$ cat src/rtl/rally_referee_pkg.sv
// Shared types for the volley-game referee: FSM state encoding, side identifiers
// and the match-end rule.
package referee_pkg;

    typedef enum logic [1:0] {
        ST_SERVE = 2'd0,
        ST_RALLY = 2'd1,
        ST_HOLD  = 2'd2,
        ST_OVER  = 2'd3
    } state_e;

    localparam logic P1 = 1'b0;
    localparam logic P2 = 1'b1;

    // True when the side holding `mine` points has won against `theirs`.
    function automatic logic win_check(input int mine, input int theirs,
                                       input int win_score, input int margin,
                                       input int cap);
        return ((mine >= win_score) && (mine >= theirs + margin)) || (mine == cap);
    endfunction

endpackage

$ cat src/rtl/rally_referee_if.sv
// Signal bundle between the collision logic, the referee and the score display.
interface rally_referee_if #(
    parameter int COORD_W = 12,
    parameter int SCORE_W = 5
);
    logic [COORD_W-1:0] xposball;
    logic [COORD_W-1:0] yposball;
    logic               collision_p1;
    logic               collision_p2;
    logic [SCORE_W-1:0] score_p1;
    logic [SCORE_W-1:0] score_p2;
    logic               server;
    logic [1:0]         state_o;
    logic               point_pulse;
    logic               fault_touch;
    logic               winner;
    logic               endgame;

    modport master (
        output xposball, yposball, collision_p1, collision_p2,
        input  score_p1, score_p2, server, state_o, point_pulse, fault_touch, winner, endgame
    );

    modport slave (
        input  xposball, yposball, collision_p1, collision_p2,
        output score_p1, score_p2, server, state_o, point_pulse, fault_touch, winner, endgame
    );
endinterface

$ cat src/rtl/rally_referee_touch_counter.sv
// Per-player touch counter: edge-detects contact, qualifies it by ball side and
// height, and saturates one past the legal touch limit.
module touch_counter #(
    parameter int MAX_TOUCHES = 3
) (
    input  logic clk_div,
    input  logic rst,
    input  logic collision_i,
    input  logic on_side_i,
    input  logic airborne_i,
    input  logic en_i,
    input  logic clr_i,
    input  logic leave_i,
    output logic touch_o,
    output logic exceeded_o
);
    localparam int CNT_W = $clog2(MAX_TOUCHES + 2);
    localparam logic [CNT_W-1:0] LIMIT = CNT_W'(MAX_TOUCHES + 1);

    logic             col_prev_q;
    logic [CNT_W-1:0] cnt_q;
    logic [CNT_W-1:0] cnt_d;

    assign touch_o    = collision_i & ~col_prev_q & on_side_i & airborne_i & en_i;
    assign exceeded_o = (cnt_q == LIMIT);

    // A clear still lets the serve touch load as the first touch of the rally.
    always_comb begin
        cnt_d = cnt_q;
        if (clr_i) begin
            cnt_d = touch_o ? CNT_W'(1) : '0;
        end else if (leave_i) begin
            cnt_d = '0;
        end else if (touch_o && (cnt_q != LIMIT)) begin
            cnt_d = cnt_q + CNT_W'(1);
        end
    end

    always_ff @(posedge clk_div) begin
        if (rst) begin
            col_prev_q <= 1'b0;
            cnt_q      <= '0;
        end else begin
            col_prev_q <= collision_i;
            cnt_q      <= cnt_d;
        end
    end
endmodule

$ cat src/rtl/rally_referee.sv
// Match referee: rally FSM, scoring with margin and cap, serve ownership,
// post-point hold and touch-fault reporting.
module rally_referee
    import referee_pkg::*;
#(
    parameter int COORD_W     = 12,
    parameter int SCORE_W     = 5,
    parameter int WIN_SCORE   = 15,
    parameter int WIN_MARGIN  = 2,
    parameter int SCORE_CAP   = 25,
    parameter int MAX_TOUCHES = 3,
    parameter int NET_X       = 511,
    parameter int GROUND_Y    = 750,
    parameter int HOLD_TICKS  = 100
) (
    input  logic           clk_div,
    input  logic           rst,
    rally_referee_if.slave bus
);
    localparam int HOLD_W = (HOLD_TICKS > 1) ? $clog2(HOLD_TICKS) : 1;
    localparam logic [HOLD_W-1:0]  HOLD_LAST   = HOLD_W'(HOLD_TICKS - 1);
    localparam logic [COORD_W-1:0] NET_X_V     = COORD_W'(NET_X);
    localparam logic [COORD_W-1:0] GROUND_Y_V  = COORD_W'(GROUND_Y);
    localparam logic [SCORE_W-1:0] SCORE_CAP_V = SCORE_W'(SCORE_CAP);

    state_e             state_q, state_d;
    logic [SCORE_W-1:0] score_p1_q, score_p1_d;
    logic [SCORE_W-1:0] score_p2_q, score_p2_d;
    logic               server_q, server_d;
    logic               point_q, point_d;
    logic               fault_q, fault_d;
    logic               winner_q, winner_d;
    logic               endgame_q, endgame_d;
    logic [HOLD_W-1:0]  hold_q, hold_d;

    logic       side_now, side_q;
    logic       ground_now, ground_q;
    logic [1:0] collision;
    logic [1:0] touch;
    logic [1:0] exceeded;
    logic       count_en;
    logic       count_clr;
    logic       award;
    logic       scorer;

    assign side_now   = (bus.xposball < NET_X_V) ? P1 : P2;
    assign ground_now = (bus.yposball >= GROUND_Y_V);
    assign collision  = {bus.collision_p2, bus.collision_p1};
    assign count_en   = (state_q == ST_SERVE) || (state_q == ST_RALLY);
    assign count_clr  = (state_q != ST_RALLY);

    for (genvar gi = 0; gi < 2; gi++) begin : g_touch
        logic on_side;
        logic leave;
        assign on_side = (side_now == 1'(gi));
        assign leave   = (side_q == 1'(gi)) && !on_side;

        touch_counter #(.MAX_TOUCHES(MAX_TOUCHES)) u_touch (
            .clk_div    (clk_div),
            .rst        (rst),
            .collision_i(collision[gi]),
            .on_side_i  (on_side),
            .airborne_i (~ground_now),
            .en_i       (count_en),
            .clr_i      (count_clr),
            .leave_i    (leave),
            .touch_o    (touch[gi]),
            .exceeded_o (exceeded[gi])
        );
    end

    // Ground and side are taken from the previous tick so a landing and a
    // fourth touch seen on the same tick are judged together.
    always_comb begin
        state_d    = state_q;
        score_p1_d = score_p1_q;
        score_p2_d = score_p2_q;
        server_d   = server_q;
        point_d    = 1'b0;
        fault_d    = 1'b0;
        winner_d   = winner_q;
        endgame_d  = endgame_q;
        hold_d     = hold_q;
        award      = 1'b0;
        scorer     = P1;

        case (state_q)
            ST_SERVE: begin
                if (|touch) state_d = ST_RALLY;
            end
            ST_RALLY: begin
                if (ground_q) begin
                    award  = 1'b1;
                    scorer = ~side_q;
                end else if (exceeded[0]) begin
                    award   = 1'b1;
                    scorer  = P2;
                    fault_d = 1'b1;
                end else if (exceeded[1]) begin
                    award   = 1'b1;
                    scorer  = P1;
                    fault_d = 1'b1;
                end
                if (award) begin
                    if (scorer == P1) begin
                        if (score_p1_q != SCORE_CAP_V) score_p1_d = score_p1_q + SCORE_W'(1);
                    end else begin
                        if (score_p2_q != SCORE_CAP_V) score_p2_d = score_p2_q + SCORE_W'(1);
                    end
                    point_d  = 1'b1;
                    server_d = scorer;
                    hold_d   = '0;
                    state_d  = ST_HOLD;
                end
            end
            ST_HOLD: begin
                if (hold_q == HOLD_LAST) begin
                    if (win_check(int'(score_p1_q), int'(score_p2_q), WIN_SCORE, WIN_MARGIN, SCORE_CAP)) begin
                        state_d   = ST_OVER;
                        endgame_d = 1'b1;
                        winner_d  = P1;
                    end else if (win_check(int'(score_p2_q), int'(score_p1_q), WIN_SCORE, WIN_MARGIN, SCORE_CAP)) begin
                        state_d   = ST_OVER;
                        endgame_d = 1'b1;
                        winner_d  = P2;
                    end else begin
                        state_d = ST_SERVE;
                    end
                end else begin
                    hold_d = hold_q + HOLD_W'(1);
                end
            end
            ST_OVER: begin
                state_d = ST_OVER;
            end
            default: begin
                state_d = ST_SERVE;
            end
        endcase
    end

    always_ff @(posedge clk_div) begin
        if (rst) begin
            state_q    <= ST_SERVE;
            score_p1_q <= '0;
            score_p2_q <= '0;
            server_q   <= P1;
            point_q    <= 1'b0;
            fault_q    <= 1'b0;
            winner_q   <= P1;
            endgame_q  <= 1'b0;
            hold_q     <= '0;
            side_q     <= P1;
            ground_q   <= 1'b0;
        end else begin
            state_q    <= state_d;
            score_p1_q <= score_p1_d;
            score_p2_q <= score_p2_d;
            server_q   <= server_d;
            point_q    <= point_d;
            fault_q    <= fault_d;
            winner_q   <= winner_d;
            endgame_q  <= endgame_d;
            hold_q     <= hold_d;
            side_q     <= side_now;
            ground_q   <= ground_now;
        end
    end

    assign bus.score_p1    = score_p1_q;
    assign bus.score_p2    = score_p2_q;
    assign bus.server      = server_q;
    assign bus.state_o     = state_q;
    assign bus.point_pulse = point_q;
    assign bus.fault_touch = fault_q;
    assign bus.winner      = winner_q;
    assign bus.endgame     = endgame_q;
endmodule

$ cat src/flat_wrapper.sv
// flat-port wrapper written by rule: the top's interface ports become plain ports
module rally_referee_flat import referee_pkg::*;
#(
    parameter int COORD_W     = 12,
    parameter int SCORE_W     = 5,
    parameter int WIN_SCORE   = 15,
    parameter int WIN_MARGIN  = 2,
    parameter int SCORE_CAP   = 25,
    parameter int MAX_TOUCHES = 3,
    parameter int NET_X       = 511,
    parameter int GROUND_Y    = 750,
    parameter int HOLD_TICKS  = 100
)
  (clk_div, rst, bus_xposball, bus_yposball, bus_collision_p1, bus_collision_p2, bus_score_p1, bus_score_p2, bus_server, bus_state_o, bus_point_pulse, bus_fault_touch, bus_winner, bus_endgame);
  rally_referee_if #(.COORD_W(COORD_W), .SCORE_W(SCORE_W)) bus_i ();
  input  logic clk_div;
  input  logic rst;
  input wire logic [$bits(bus_i.xposball)-1:0] bus_xposball;
  input wire logic [$bits(bus_i.yposball)-1:0] bus_yposball;
  input wire logic [$bits(bus_i.collision_p1)-1:0] bus_collision_p1;
  input wire logic [$bits(bus_i.collision_p2)-1:0] bus_collision_p2;
  output wire logic [$bits(bus_i.score_p1)-1:0] bus_score_p1;
  output wire logic [$bits(bus_i.score_p2)-1:0] bus_score_p2;
  output wire logic [$bits(bus_i.server)-1:0] bus_server;
  output wire logic [$bits(bus_i.state_o)-1:0] bus_state_o;
  output wire logic [$bits(bus_i.point_pulse)-1:0] bus_point_pulse;
  output wire logic [$bits(bus_i.fault_touch)-1:0] bus_fault_touch;
  output wire logic [$bits(bus_i.winner)-1:0] bus_winner;
  output wire logic [$bits(bus_i.endgame)-1:0] bus_endgame;
  assign bus_i.xposball = bus_xposball;
  assign bus_i.yposball = bus_yposball;
  assign bus_i.collision_p1 = bus_collision_p1;
  assign bus_i.collision_p2 = bus_collision_p2;
  assign bus_score_p1 = bus_i.score_p1;
  assign bus_score_p2 = bus_i.score_p2;
  assign bus_server = bus_i.server;
  assign bus_state_o = bus_i.state_o;
  assign bus_point_pulse = bus_i.point_pulse;
  assign bus_fault_touch = bus_i.fault_touch;
  assign bus_winner = bus_i.winner;
  assign bus_endgame = bus_i.endgame;
  rally_referee #(.COORD_W(COORD_W), .SCORE_W(SCORE_W), .WIN_SCORE(WIN_SCORE), .WIN_MARGIN(WIN_MARGIN), .SCORE_CAP(SCORE_CAP), .MAX_TOUCHES(MAX_TOUCHES), .NET_X(NET_X), .GROUND_Y(GROUND_Y), .HOLD_TICKS(HOLD_TICKS)) u_core (.clk_div(clk_div), .rst(rst), .bus(bus_i));
endmodule
$ cat config.mk
export PLATFORM = sky130hd
export DESIGN_NAME = rally_referee_flat
export DESIGN_NICKNAME = d
export VERILOG_FILES = /design/src/rtl/rally_referee_pkg.sv /design/src/rtl/rally_referee_if.sv /design/src/rtl/rally_referee_touch_counter.sv /design/src/rtl/rally_referee.sv /design/src/flat_wrapper.sv
export SDC_FILE = /design/constraint.sdc
export NUM_CORES = 1
export LEC_CHECK = 0
export BUFFER_PORTS_ARGS = -buffer_cell sky130_fd_sc_hd__buf_2
export CORE_MARGIN = 1.5
export CORE_UTILIZATION = 49
export DETAILED_ROUTE_END_ITERATION = 10
export HOLD_SLACK_MARGIN = 0.1
export PLACE_DENSITY = 0.73
export SLEW_MARGIN = 5
export SYNTH_ARGS = -nofsm -noshare
export SYNTH_HDL_FRONTEND = slang
export SYNTH_HIERARCHICAL = 1
export SYNTH_SLANG_ARGS = --single-unit
$ cat constraint.sdc
create_clock -name clk_div -period 2.94 [get_ports clk_div]
set_input_delay 0.294 -clock clk_div [delete_from_list [all_inputs] [get_ports clk_div]]
set_output_delay 0.294 -clock clk_div [all_outputs]
set_load 0.05 [all_outputs]
==> results of run 1 <==
==> how the worst min path moves through the flow <==
stage                                                 endpoint  cells past startpoint  slack (ns)
2_1_floorplan  u_core/g_touch[0].u_touch/cnt_q[0]$_SDFFE_PP0P_                      1        0.36
3_3_place_gp                    u_core/bus.server$_SDFFE_PP0P_                      2        0.45
3_5_place_dp                    u_core/bus.server$_SDFFE_PP0P_                      2        0.45
4_1_cts        u_core/g_touch[1].u_touch/col_prev_q$_SDFF_PP0_                      2        0.24
5_1_grt        u_core/g_touch[1].u_touch/col_prev_q$_SDFF_PP0_                      2        0.27
6_report       u_core/g_touch[1].u_touch/col_prev_q$_SDFF_PP0_                      2        0.25
==> sequential cells by signal, indices dropped and copies added, names as in the netlist <==
name and count:
u_core/bus.state_o 2, u_core/bus.endgame 1, u_core/bus.score_p2 5, u_core/bus.winner 1, u_core/side_q 1, u_core/bus.server 1
u_core/ground_q 1, u_core/bus.point_pulse 1, u_core/g_touch.u_touch/cnt_q 6, u_core/bus.fault_touch 1, u_core/bus.score_p1 5, u_core/g_touch.u_touch/col_prev_q 2
u_core/hold_q 7
==> worst max-delay path, delay by kind of cell (launching register included) <==
family	cells	cell delay, ns
xor+xnor	1	0.14
flops	1	0.47
compound gates	5	0.97
fa+ha+maj	2	0.53
==> synth_stat cells (4+ instances only) <==
master,count
a211oi_1,6
a21oi_1,16
a31oi_1,6
and2_1,4
dfxtp_1,34
ha_1,22
inv_1,16
nand2_1,6
nand3_1,12
nand4b_1,6
nor2_1,26
nor2b_1,5
o211ai_1,7
o21ai_0,7
xnor2_1,11
==> report_power, final <==
part           internal [mW]  switching (mW)
combinational         0.0302          0.0434
sequential             0.467         0.00852
clock                  0.340           0.180
total                  0.837           0.232
==> routing by layer <==
layer  vias up  track usage [%]
met4         0             6.54
met3         9             3.95
met5         -                0
li1        986                -
met2        46             31.6
met1       883             23.3
==> cell families (layout without fill, tap and decap cells) <==
kind of cell | after synthesis | in the layout | share of synthesized area [%]
and+or+nand+nor | 90 | 90 | 24.4
buffers and inverters | 24 | 70 | 5.78
adders and majority gates | 22 | 22 | 12.9
xor gates and xnor gates | 14 | 14 | 5.72
DFF | 34 | 34 | 31.8
AOI/OAI and AO/OA | 60 | 60 | 19.5
==> cells in the final DEF, fill, tap and decap left out, types with 3 or more instances in the layout <==
cell type,count
dfxtp_1,34
o21ai_0,7
inv_1,16
nor2_1,26
a211oi_1,6
xnor2_1,11
nor3_1,3
o211ai_1,7
nand2b_1,3
nand3_1,12
and3_1,3
nand2_1,6
nor3b_1,3
buf_2,43
a31oi_1,6
ha_1,22
nand4_1,3
or3_1,3
a21oi_1,16
nor2b_1,5
and2_1,4
xor2_1,3
a311oi_1,3
nand4b_1,6
clkbuf_8,5
==> stage by stage <==
stage,power [mW],util [%]
2_1_floorplan,0.532,-
3_3_place_gp,0.558,58.0
3_5_place_dp,0.560,58.0
4_1_cts,1.08,61.4
5_1_grt,1.10,61.4
6_report,1.07,61.4
==> layout make-up <==
| type | count | area (µm²) | share of cell area, % |
|---|---|---|---|
| clock buffer | 5 | 68.8 | 2.74 |
| clock inverter | 3 | 68.8 | 2.74 |
| inverter | 18 | 67.6 | 2.69 |
| multi-input combinational | 186 | 1340 | 53.3 |
| sequential | 34 | 681 | 27.1 |
| tap | 50 | 62.6 | 2.49 |
| timing repair buffer | 44 | 223 | 8.88 |
==> impl_table.tex, run 1 <==
\begin{tabular}{lr}
\hline
Metric & Value \\
\hline
\multicolumn{2}{l}{\textbf{Timing}} \\
Total negative slack & 0 ns \\
Worst Setup Slack, final & 0.698 ns \\
Final worst path period need & 2.24 ns \\
Rel. slew slack & between 50\% and 60\% \\
Post-route fraction of the period consumed by the critical path & $\sim$76\% \\
Hold violation count in the final report & 0 \\
Maximum achievable frequency & between 400 and 500 MHz \\
Least-Margin Pin Slew & 0.636 ns \\
\# setup viols final & 0 \\
Worst hold-check slack & $\sim$0.25 ns \\
Largest clock skew in the final design & around 0.013 ns \\
Number of max-slew violations in the final report & 0 \\
Unrepaired setup endpoints after global routing & no \\
\multicolumn{2}{l}{\textbf{Run status}} \\
Result of the run & complete, no violations \\
\multicolumn{2}{l}{\textbf{Placement}} \\
Detailed Place HPWL & approximately 3.2 mm \\
Placed Instance Area & around 0.0024 mm² \\
Total of buffers placed on input and output ports & 43 \\
Global placement routability congestion & roughly 0.80 \\
Total placed cells including tap cells & 332 \\
Placement-stage worst setup slack & $\sim$0.73 ns \\
\multicolumn{2}{l}{\textbf{Finish}} \\
Final standard cell area without fillers & around 0.0025 mm² \\
Non-filler instance count after layout & 340 \\
Layout fillers & between 300 and 400 \\
ANT cells & 0 \\
Area growth from synthesis to layout & 17.1\% \\
Final net count & between 300 and 400 \\
Share of cells above drive strength 1 & between 20\% and 30\% \\
\multicolumn{2}{l}{\textbf{Critical path}} \\
Highest fanout seen on the critical path & 7 \\
Delay of the slowest cell on the worst path & around 0.47 ns \\
End of the critical path & u\_core/bus.state\_o[1]\$\_SDFFE\_PP0P\_ \\
Startpoint of the worst register-to-register path & u\_core/bus.score\_p1[1]\$\_SDFFE\_PP0P\_ \\
R2R depth & 8 \\
Chain of cells forming the critical path & ha\_1 > xnor2\_1 > ha\_1 > a211oi\_1 > o21a\_1 > o21ai\_1 > a211oi\_1 > a221oi\_1 \\
Startpoint of the most critical setup path & u\_core/bus.score\_p1[1]\$\_SDFFE\_PP0P\_ \\
Crit Reg-Reg Endpoint & u\_core/bus.state\_o[1]\$\_SDFFE\_PP0P\_ \\
Slowest cell on crit path & dfxtp\_1 \\
Data arrival time of the critical path & between 2 and 2.5 ns \\
Worst reg-to-reg setup slack & 0.70 ns \\
Required @ worst endpoint & $\sim$3.1 ns \\
Critical path capture point type & register \\
Critical setup path kind & register to register \\
Launching element type of the critical path & register \\
\multicolumn{2}{l}{\textbf{Floorplan}} \\
Total Die Area & around 0.0048 mm² \\
Die outline height & 69.1 µm \\
Core Area & between 0.004 and 0.005 mm² \\
Initial core utilization & 52.4\% \\
Die Span X & 69.1 µm \\
Row Count & 23 \\
Ports placed on the boundary & 45 \\
\multicolumn{2}{l}{\textbf{Synthesis}} \\
Leading post-synthesis cells by cell area & dfxtp\_1 32\%, ha\_1 13\%, nor2\_1 4.6\% \\
Count of flip-flops with a built-in enable after synthesis & 0 \\
Flops \& latches, synth & 34 \\
Number of distinct standard cells referenced by the synthesized netlist & 49 \\
Async set-or-reset flop fraction in the synthesized netlist & 0\% \\
Synth Net Count & just under 300 \\
Synth Cell Area & about 0.0021 mm² \\
Syn avg cell area & a little under 9 µm² \\
Syn Inst Count & approximately 240 \\
Dominant cell type by area after synthesis & dfxtp\_1 \\
Register area share after synthesis & 31.8\% \\
Prevailing post-synth register cell & dfxtp\_1 \\
Share of the synthesized area in the top cell type & about a third \\
Synth warn & 6 \\
\multicolumn{2}{l}{\textbf{Global routing}} \\
First-pass GRT wire length & roughly 7.5 mm \\
Vias in the first global route & about 1800 \\
Total global-route track usage & a little under a fifth \\
Initial antenna violation count & 0 \\
Congestion Overflow GR & 0 \\
Pin count of the biggest net entering global routing & 27 \\
\multicolumn{2}{l}{\textbf{Drt}} \\
DR vias & 1924 \\
Final routed DRC violation total & 0 \\
TritonRoute pass-1 iters & 4 \\
Met2 wire length & slightly below 2 mm \\
Vias per std cell & between 5 and 6 \\
Average detailed-routed wire length per instance & between 10 and 15 µm \\
Sum of routed wire segments on met1 & between 2 and 2.5 mm \\
Initial detailed-routing violation count & 86 \\
Detailed route wirelength on metal3 & between 150 and 200 µm \\
Uppermost signal routing layer after detailed routing & met4 \\
Antenna Nets Post-Route & 0 \\
Drt total wl & roughly 4.4 mm \\
\multicolumn{2}{l}{\textbf{Min path}} \\
Worst hold path startpoint & bus\_collision\_p2 \\
Hold/Removal Path Class & primary input to register \\
\multicolumn{2}{l}{\textbf{CTS}} \\
Maximum count of clock buffers along a single path & 2 \\
H-tree Lvls & 2 \\
Library cell used as clock root buffer & clkbuf\_8 \\
Clk sinks & 34 \\
Worst-path clk slew & about 0.080 ns \\
Worst skew pair latency & 0.29 ns \\
CTS tree & yes \\
Post-CTS setup repair buffer count & 0 \\
Post-cts sizing count & 0 \\
Total CTS buffers & 5 \\
Post-cts hold buffer count & 0 \\
\multicolumn{2}{l}{\textbf{Pwr}} \\
IR Drop Worst-Case VDD & 0.234 mV \\
Power per cell area & approximately 430 mW/mm² \\
LEAKAGE & between 1 and 1.5 nW \\
\multicolumn{2}{l}{\textbf{Job}} \\
Number of maximum-capacitance constraint violations & 0 \\
\hline
\end{tabular}
(Power assumes the default switching activity.)
==> run 2, diff against run 1 <==
--- a/config.mk
+++ b/config.mk
@@ -10,7 +10,7 @@
 export CORE_UTILIZATION = 49
 export DETAILED_ROUTE_END_ITERATION = 10
 export HOLD_SLACK_MARGIN = 0.1
-export PLACE_DENSITY = 0.73
+export PLACE_DENSITY = 0.76
 export SLEW_MARGIN = 5
 export SYNTH_ARGS = -nofsm -noshare
 export SYNTH_HDL_FRONTEND = slang
==> constraint.sdc (replaced) <==
create_clock -name clk_div -period 1.8 [get_ports clk_div]
set_input_delay 0.18 -clock clk_div [delete_from_list [all_inputs] [get_ports clk_div]]
set_output_delay 0.18 -clock clk_div [all_outputs]
set_load 0.05 [all_outputs]
==> impl_table.tex, run 2 (synthesized netlist as in run 1, its figures left out) <==
\begin{tabular}{lr}
\hline
Metric & Value \\
\hline
\multicolumn{2}{l}{\textbf{Drt}} \\
Average detailed-routed wire length per instance & 13.3 µm (was 13.0 µm) \\
Final routed DRC violation total & 0 (unchanged) \\
Initial detailed-routing violation count & 158 (was 86) \\
Drt total wl & 4.94 mm (was 4.41 mm) \\
TritonRoute pass-1 iters & 4 (unchanged) \\
Antenna Nets Post-Route & 0 (unchanged) \\
Vias per std cell & 5.63 (was 5.66) \\
DR vias & 2096 (was 1924) \\
\multicolumn{2}{l}{\textbf{Placement}} \\
Total of buffers placed on input and output ports & 43 (unchanged) \\
Detailed Place HPWL & 3.59 mm (was 3.19 mm) \\
Placed Instance Area & 0.00269 mm² (was 0.00237 mm²) \\
Global placement routability congestion & 0.767 (was 0.795) \\
\multicolumn{2}{l}{\textbf{Critical path}} \\
Data arrival time of the critical path & 2.02 ns (was 2.40 ns) \\
Crit Reg-Reg Endpoint & u\_core/bus.state\_o[1]\$\_SDFFE\_PP0P\_ (unchanged) \\
Critical setup path kind & register to register (unchanged) \\
Delay of the slowest cell on the worst path & 0.37 ns (was 0.47 ns) \\
Startpoint of the worst register-to-register path & u\_core/bus.score\_p2[1]\$\_SDFFE\_PP0P\_ (was u\_core/bus.score\_p1[1]\$\_SDFFE\_PP0P\_) \\
Required @ worst endpoint & 1.95 ns (was 3.10 ns) \\
R2R depth & 8 (unchanged) \\
Critical path capture point type & register (unchanged) \\
Launching element type of the critical path & register (unchanged) \\
Worst reg-to-reg setup slack & -0.07 ns (was 0.70 ns) \\
Highest fanout seen on the critical path & 4 (was 7) \\
Slowest cell on crit path & dfxtp\_4 (was dfxtp\_1) \\
Chain of cells forming the critical path & ha\_4 > xnor2\_2 > ha\_1 > a21o\_1 > a21oi\_2 > o21ai\_2 > a211oi\_2 > a221oi\_1 (was ha\_1 > xnor2\_1 > ha\_1 > a211oi\_1 > o21a\_1 > o21ai\_1 > a211oi\_1 > a221oi\_1) \\
\multicolumn{2}{l}{\textbf{Pwr}} \\
Power per cell area & 538 mW/mm² (was 426 mW/mm²) \\
Total power consumption of the routed design & 1.57 mW (was 1.07 mW) \\
Internal power & 1.21 mW (was 0.837 mW) \\
Seq pwr share & 48.6\% (was 44.5\%) \\
LEAKAGE & 1.22 nW (was 1.03 nW) \\
Clock power share & 41.9\% (was 48.6\%) \\
Net switching power & 0.364 mW (was 0.232 mW) \\
Logic pwr share & 9.5\% (was 6.9\%) \\
Net Sw Frac & 23.2\% (was 21.7\%) \\
IR Drop Worst-Case VDD & 0.323 mV (was 0.234 mV) \\
\multicolumn{2}{l}{\textbf{Finish}} \\
Final net count & 372 (was 339) \\
Share of cells above drive strength 1 & 41.3\% (was 21.7\%) \\
Area growth from synthesis to layout & 36.2\% (was 17.1\%) \\
Final standard cell area without fillers & 0.00292 mm² (was 0.00251 mm²) \\
Largest register FFs & 7 (unchanged) \\
Top library cells by usage in the layout, fill and taps aside & 43 x buf\_2, 30 x buf\_4, 25 x nor2\_1 (was 43 x buf\_2, 34 x dfxtp\_1, 26 x nor2\_1) \\
ANT cells & 0 (unchanged) \\
Largest reg by FF count & u\_core/hold\_q (unchanged) \\
Largest registers & u\_core/hold\_q: 7 flops, u\_core/g\_touch.u\_touch/cnt\_q: 6 flops (unchanged) \\
Leading cell type in the layout, fill and taps excluded & buf\_2 (unchanged) \\
\multicolumn{2}{l}{\textbf{Min path}} \\
Worst hold path startpoint & bus\_collision\_p2 (unchanged) \\
Min-Delay Endpoint & u\_core/g\_touch[1].u\_touch/col\_prev\_q\$\_SDFF\_PP0\_ (unchanged) \\
Hold/Removal Path Class & primary input to register (unchanged) \\
WHS Path Cells & 2 (unchanged) \\
\multicolumn{2}{l}{\textbf{Timing}} \\
Maximum achievable frequency & 535 MHz (was 446 MHz) \\
Worst Setup Slack, final & -0.0682 ns (was 0.698 ns) \\
Rel. slew slack & 68.2\% (was 57.5\%) \\
Number of max-slew violations in the final report & 0 (unchanged) \\
Total negative slack & -0.249 ns (was 0 ns) \\
Hold violation count in the final report & 0 (unchanged) \\
Final worst path period need & 1.87 ns (was 2.24 ns) \\
Least-Margin Pin Slew & 0.477 ns (was 0.636 ns) \\
Unrepaired setup endpoints after global routing & yes (was no) \\
Post-route fraction of the period consumed by the critical path & 104\% (was 76.3\%) \\
\# setup viols final & 7 (was 0) \\
Worst hold-check slack & 0.134 ns (was 0.247 ns) \\
Largest clock skew in the final design & 0.00162 ns (was 0.0133 ns) \\
\multicolumn{2}{l}{\textbf{CTS}} \\
Worst-path clk slew & 0.07 ns (was 0.08 ns) \\
Worst skew pair latency & 0.28 ns (was 0.29 ns) \\
Maximum count of clock buffers along a single path & 2 (unchanged) \\
Clk sinks & 34 (unchanged) \\
CTS tree & yes (unchanged) \\
Library cell used as clock root buffer & clkbuf\_8 (unchanged) \\
Total CTS buffers & 5 (unchanged) \\
Post-cts hold buffer count & 0 (unchanged) \\
H-tree Lvls & 2 (unchanged) \\
\multicolumn{2}{l}{\textbf{Global routing}} \\
First-pass GRT wire length & 8.54 mm (was 7.48 mm) \\
Total global-route track usage & 21.3\% (was 18.6\%) \\
Initial antenna violation count & 0 (unchanged) \\
Congestion Overflow GR & 0 (unchanged) \\
Pin count of the biggest net entering global routing & 27 (unchanged) \\
Vias in the first global route & 2026 (was 1793) \\
\multicolumn{2}{l}{\textbf{Run status}} \\
Failing checks & negative setup slack \\
Result of the run & complete, but fails checks (was complete, no violations) \\
\multicolumn{2}{l}{\textbf{Floorplan}} \\
Core Area & 0.00409 mm² (unchanged) \\
Die Span X & 69.1 µm (unchanged) \\
Row Count & 23 (unchanged) \\
Die outline height & 69.1 µm (unchanged) \\
Initial core utilization & 52.4\% (unchanged) \\
Ports placed on the boundary & 45 (unchanged) \\
Total Die Area & 0.00478 mm² (unchanged) \\
\multicolumn{2}{l}{\textbf{Job}} \\
Number of maximum-capacitance constraint violations & 0 (unchanged) \\
\hline
\end{tabular}
==> run 2: changes by cell type in the layout (fill, tap and decap cells not counted), moves of 5 or more <==
cell and change:
buf_4 +29, dfxtp_1 -15, dfxtp_2 +7, dfxtp_4 +8, ha_1 -5, ha_4 +5
==> run 2: layout make-up <==
cell class	count	area (µm²)
clock buffers	7	108
flip-flops and latches	34	719
fillers	318	1170
inverters	18	67.6
well taps	50	62.6
repair buffers	77	485
multi-input cells	186	1480
==> run 2: worst max-delay path by stage <==
stage                                               startpoint                                  to  slack [ns]  depth (start not counted)
4_1_cts                    u_core/bus.score_p1[1]$_SDFFE_PP0P_  u_core/bus.state_o[1]$_SDFFE_PP0P_       -0.06                          8
3_3_place_gp               u_core/bus.score_p2[1]$_SDFFE_PP0P_  u_core/bus.state_o[1]$_SDFFE_PP0P_       -0.05                          8
5_1_grt                    u_core/bus.score_p1[1]$_SDFFE_PP0P_  u_core/bus.state_o[1]$_SDFFE_PP0P_       -0.17                          9
6_report                   u_core/bus.score_p2[1]$_SDFFE_PP0P_  u_core/bus.state_o[1]$_SDFFE_PP0P_       -0.07                          8
2_1_floorplan              u_core/bus.score_p2[1]$_SDFFE_PP0P_     u_core/bus.endgame$_SDFFE_PP0P_       -0.05                          8
3_5_place_dp   u_core/g_touch[1].u_touch/cnt_q[0]$_SDFFE_PP0P_       u_core/hold_q[6]$_SDFFE_PP0P_       -0.07                          9
==> run 2: power groups by stage <==
stage,clock (mW),sequential [mW],combinational [mW]
2_1_floorplan,0,0.793,0.0665
3_3_place_gp,0,0.779,0.136
3_5_place_dp,0,0.779,0.139
4_1_cts,0.678,0.762,0.143
5_1_grt,0.707,0.764,0.164
6_report,0.658,0.763,0.149
==> run 2: critical path: cells and delay by family, from the launching register on <==
kind	cells	cell delay [ns]
AO/OA/AOI/OAI	5	0.75
adder cells (fa/ha/maj)	2	0.48
flip-flops	1	0.37
XOR/XNOR	1	0.12
==> run 2: layer usage <==
layer	vias to the layer above	share of wire (%)	GRT usage, %
met5	-	0	0
met4	0	1.2	6.97
met3	7	4.9	3.36
met2	66	49	37.8
met1	972	45	26.0
li1	1051	-	-
==> run 2: metrics by stage <==
| stage | util (%) | setup slack [ns] | cells |
|---|---|---|---|
| 2_1_floorplan | - | -0.0517 | 244 |
| 3_3_place_gp | 65.8 | -0.0476 | 362 |
| 3_5_place_dp | 65.8 | -0.0732 | 362 |
| 4_1_cts | 69.8 | -0.0637 | 370 |
| 5_1_grt | 71.4 | -0.166 | 372 |
| 6_report | 71.4 | -0.0682 | 372 |
==> run 2: timing repair <==
| item | in CTS | in global routing |
|---|---|---|
| resized for setup | 15 | 11 |
| pin swaps | 8 | 8 |
| endpoints found under the setup margin | 14 | 12 |
| buffers inserted | 1 | 2 |
